### src/rtl/ahb_sram_arbiter.sv
// Two-requester round-robin arbiter that sequences one AHB-Lite SINGLE
// transfer at a time toward an SRAM slave and returns status to the winner.
`timescale 1ns/1ps
module ahb_sram_arbiter #(
  parameter int AW = 32,
  parameter int DW = 32
) (
  input  logic            HCLK,
  input  logic            HRESETn,
  input  logic [1:0]      req_valid,
  input  logic [1:0]      req_write,
  input  logic [5:0]      req_size,
  input  logic [2*AW-1:0] req_addr,
  input  logic [2*DW-1:0] req_wdata,
  output logic [1:0]      req_ready,
  output logic [1:0]      rsp_valid,
  output logic            rsp_err,
  output logic [DW-1:0]   rsp_rdata,
  output logic            HSEL,
  output logic [AW-1:0]   HADDR,
  output logic            HWRITE,
  output logic [2:0]      HSIZE,
  output logic [2:0]      HBURST,
  output logic [3:0]      HPROT,
  output logic [1:0]      HTRANS,
  output logic [DW-1:0]   HWDATA,
  output logic            HREADY,
  input  logic [DW-1:0]   HRDATA,
  input  logic            HREADYOUT,
  input  logic            HRESP
);

  localparam logic [2:0] MAX_SIZE = 3'($clog2(DW/8));

  typedef enum logic [1:0] {S_IDLE, S_ADDR, S_DATA, S_RESP} state_t;

  state_t            r_state;
  state_t            w_next;
  logic              r_last;
  logic              r_gnt;
  logic              r_write;
  logic [2:0]        r_size;
  logic [AW-1:0]     r_addr;
  logic [DW-1:0]     r_wdata;
  logic [DW-1:0]     r_rdata;
  logic              r_err;

  logic              w_gnt_id;
  logic              w_accept;
  logic              w_legal;
  logic              w_sel_write;
  logic [2:0]        w_sel_size;
  logic [AW-1:0]     w_sel_addr;
  logic [DW-1:0]     w_sel_wdata;
  logic [AW-1:0]     w_align_mask;

  // On a tie the requester not granted last time wins
  always_comb begin
    w_gnt_id = 1'b0;
    case (req_valid)
      2'b10:   w_gnt_id = 1'b1;
      2'b11:   w_gnt_id = ~r_last;
      default: w_gnt_id = 1'b0;
    endcase
  end

  assign w_accept     = (r_state == S_IDLE) && (|req_valid);
  assign w_sel_write  = w_gnt_id ? req_write[1]          : req_write[0];
  assign w_sel_size   = w_gnt_id ? req_size[5:3]         : req_size[2:0];
  assign w_sel_addr   = w_gnt_id ? req_addr[2*AW-1:AW]   : req_addr[AW-1:0];
  assign w_sel_wdata  = w_gnt_id ? req_wdata[2*DW-1:DW]  : req_wdata[DW-1:0];
  assign w_align_mask = (AW'(1) << w_sel_size) - AW'(1);
  assign w_legal      = (w_sel_size <= MAX_SIZE) && ((w_sel_addr & w_align_mask) == '0);

  always_ff @(posedge HCLK or negedge HRESETn) begin
    if (!HRESETn) r_state <= S_IDLE;
    else          r_state <= w_next;
  end

  always_comb begin
    w_next = r_state;
    case (r_state)
      S_IDLE:  if (w_accept) w_next = w_legal ? S_ADDR : S_RESP;
      S_ADDR:  if (HREADYOUT) w_next = S_DATA;
      S_DATA:  if (HREADYOUT) w_next = S_RESP;
      S_RESP:  w_next = S_IDLE;
      default: w_next = S_IDLE;
    endcase
  end

  // req_ready is gated by reset so no accept is advertised while held in reset
  always_comb begin
    req_ready = 2'b00;
    rsp_valid = 2'b00;
    HSEL      = 1'b0;
    HTRANS    = 2'b00;
    case (r_state)
      S_IDLE: if (HRESETn && (|req_valid)) req_ready = w_gnt_id ? 2'b10 : 2'b01;
      S_ADDR: begin
        HSEL   = 1'b1;
        HTRANS = 2'b10;
      end
      S_RESP:  rsp_valid = r_gnt ? 2'b10 : 2'b01;
      default: ;
    endcase
  end

  always_ff @(posedge HCLK or negedge HRESETn) begin
    if (!HRESETn) begin
      r_last  <= 1'b1;
      r_gnt   <= 1'b0;
      r_write <= 1'b0;
      r_size  <= 3'd0;
      r_addr  <= '0;
      r_wdata <= '0;
      r_rdata <= '0;
      r_err   <= 1'b0;
    end else begin
      if (w_accept) begin
        r_last  <= w_gnt_id;
        r_gnt   <= w_gnt_id;
        r_write <= w_sel_write;
        r_size  <= w_sel_size;
        r_addr  <= w_sel_addr;
        r_wdata <= w_sel_wdata;
        if (!w_legal) begin
          r_err   <= 1'b1;
          r_rdata <= '0;
        end
      end
      if ((r_state == S_DATA) && HREADYOUT) begin
        r_rdata <= r_write ? '0 : HRDATA;
        r_err   <= HRESP;
      end
    end
  end

  assign HADDR     = r_addr;
  assign HWRITE    = r_write;
  assign HSIZE     = r_size;
  assign HWDATA    = r_wdata;
  assign HBURST    = 3'b000;
  assign HPROT     = 4'b0011;
  assign HREADY    = HREADYOUT;
  assign rsp_err   = r_err;
  assign rsp_rdata = r_rdata;

endmodule

### config.mk
export PLATFORM = sky130hd
export DESIGN_NAME = ahb_sram_arbiter
export DESIGN_NICKNAME = d
export VERILOG_FILES = /design/src/rtl/ahb_sram_arbiter.sv
export SDC_FILE = /design/constraint.sdc
export NUM_CORES = 1
export LEC_CHECK = 0
export CORE_MARGIN = 2
export CORE_UTILIZATION = 41
export DETAILED_ROUTE_END_ITERATION = 7
export PLACE_DENSITY_LB_ADDON = 0.25
export SETUP_SLACK_MARGIN = 0.05
export SYNTH_ARGS = -nofsm -noshare
export SYNTH_HDL_FRONTEND = slang
export SYNTH_SLANG_ARGS = --single-unit
### constraint.sdc
create_clock -name HCLK -period 5.63 [get_ports HCLK]
set_clock_uncertainty 0.05 [all_clocks]
set_input_delay 0.8445 -clock HCLK [delete_from_list [all_inputs] [get_ports HCLK]]
set_output_delay 0.8445 -clock HCLK [all_outputs]
set_load 0.1 [all_outputs]
==> results.yml <==
global_route:
  grt_max_degree: 80
  grt.total_usage: 0.247
  grt_pass1_vias: 5036
  grt_remaining_overflow: 0
  grt_antenna_before_repair: 0
  grt_pass1_wl_um: 25500
clock_network:
  numCtsBuffers: 9
  postCtsHoldBufs: 0
  clkSlewWorstSetupHoldPaths_ns: 0.06
  clockBufferDepth: 2
  cts_tree: "yes"
  clock-sinks: 105
  cts_setup_buffers: 0
  root_buffer: "clkbuf_16"
  post_cts_resized: 0
  cts_max_level: 3
  clk_latency_ns: 0.34
synth:
  ys_ff_latch: 105
  synthCells: 535
  synth-warning-count: 0
  synth_edf_count: 0
  synth.cell_area_um2: 4990
  avgSynthCellArea_um2: 9.33
  synthFlopType: "dfrtp_1"
  synth-seq-area-share: 0.526
  synth.distinct_cells: 45
  ys_async_sr_fraction: 1.00
sta:
  period_share: 0.692
  finalCriticalPeriod_ns: 3.89
  finalHoldViolCount: 0
  tightest_slew_ns: 1.22
  layout_setup_ws_ns: 1.74
  whs_ns: 0.384
  setup_viol: 0
  fmax_mhz: 257
  slew_headroom: 0.185
  rsz0062_at_grt: "false"
  fin_tns_setup_ns: 0
  drv_slew: 0
final_layout:
  nFillCells: 986
  fin_area_um2: 8130
  nets: 970
  syn2layout_area_growth_pct: 62.9
  drive_gt1_frac: 0.0819
die:
  coreArea_um2: 12000
  boundaryPins: 290
  die_height_um: 114
  initial_utilization: 0.417
  die_w_um: 114
  num_rows: 40
  dieArea_um2: 13100
worst_setup_path:
  worstPathRequired_ns: 4.74
  endpoint_kind: "output pin"
  setup.worst_path.class: "primary input to output pin"
  arrival_ns: 3.00
  cp-start-kind: "primary input"
  path_max_fanout: 58
detailed_routing:
  finalWirelength_um: 16400
  route.detailed.wl_per_inst_um: 17.4
  drtIter0Drc: 331
  vias_per_cell: 5.32
  final_antenna_net_count: 0
  drc: 0
  dr.pass1.iters: 5
  dr_total_vias: 5010
status:
  status: "completed"
place:
  placed_area_um2: 7830
  portBuffers: 281
  place_hpwl_um: 12200
  pre_cts_ws_ns: 1.56
  gp_congestion: 0.793
flow_run:
  cap_viol_max_count: 0
min_path:
  hold_path_class: "primary input to asynchronous set/reset pin"
-- layout make-up --
cell class / instances / area [um2] / area share
clock inverters: 1 / 7.51 / 0.000923
inverters: 8 / 30.0 / 0.00369
repair buffers: 289 / 2870 / 0.353
flip-flops and latches: 105 / 2630 / 0.323
clock buffers: 14 / 294 / 0.0361
multi-input cells: 377 / 2120 / 0.261
well taps: 147 / 184 / 0.0226
diodes: 1 / 2.50 / 0.000308
-- per-layer routing --
metal	share of wire	track usage
met1	0.39	0.287
met2	0.50	0.428
met3	0.082	0.0752
met4	0.027	0.101
met5	0	0
-- state kept, by name, indices dropped and copies added, names as in the netlist --
name       cells
HSIZE          3
HADDR         32
rsp_err        1
rsp_rdata     32
HWRITE         1
HWDATA        32
r_gnt          1
r_state        2
r_last         1
-- stage by stage --
stage               utilization  std cells
finish                    0.680        942
global route              0.680        941
CTS                       0.680        941
detailed placement        0.655        926
global placement          0.655        926
floorplan                     -        541
-- path summary, 6_finish.rpt --
path	startpoint	endpoint	slack [ns]	depth (start not counted)
max in group asynchronous	HRESETn	rsp_rdata[19]	3.83	2
hold reg to reg	HADDR[1]	HADDR[1]	0.44	2
min in group HCLK	HADDR[1]	HADDR[1]	0.44	2
hold / removal	HRESETn	HWDATA[0]	0.38	1
setup / recovery	req_valid[0]	req_ready[0]	1.74	5
setup reg to reg	r_last	rsp_rdata[27]	2.61	10
-- layout by cell type, fill, tap and decap left out, drive strengths merged, types with 2 or more instances in the layout --
master / instances
ha: 6
nor4bb: 2
a31oi: 67
nand2: 135
buf: 10
clkbuf: 14
a32o: 32
o211ai: 2
a2bb2oi: 2
dfrtp: 104
or2: 2
o221ai: 2
nor2b: 3
nor4: 2
a21oi: 7
nor2: 73
clkdlybuf4s50: 279
conb: 8
inv: 8
and3: 3
o21ai: 6
a211o: 2
mux2i: 3
nor3: 3
-- logic make-up (layout without fill, tap and decap cells) --
logic type,count (synthesis),in the layout,share of synthesized area
buf+inv,59,312,0.0579
mux,4,4,0.00827
fa+ha+maj,7,7,0.0170
flops,105,105,0.526
other cells,2,9,0.00150
compound gates,130,130,0.206
simple gates,228,228,0.183
-- synth_stat cells, types with 4 or more instances --
library cell  count  share of area
a31oi_1          67          0.084
a32o_2           29          0.065
clkbuf_1         34          0.026
dfrtp_1         104           0.52
buf_4            10          0.015
a21oi_1           7         0.0070
nand2_1         135           0.10
ha_1              6          0.015
inv_1             8         0.0060
nor2_1           73          0.055
buf_6             4         0.0090
o21ai_0           5         0.0050
-- critical path, stage by stage --
cell and delay, ns:
clkdlybuf4s50_1 0.59, a21bo_2 0.41, buf_4 0.56, and3_1 0.25, buf_4 0.29
Power is not shown: default switching activity piles up to over one toggle a cycle in this logic, so the estimate is an artifact.
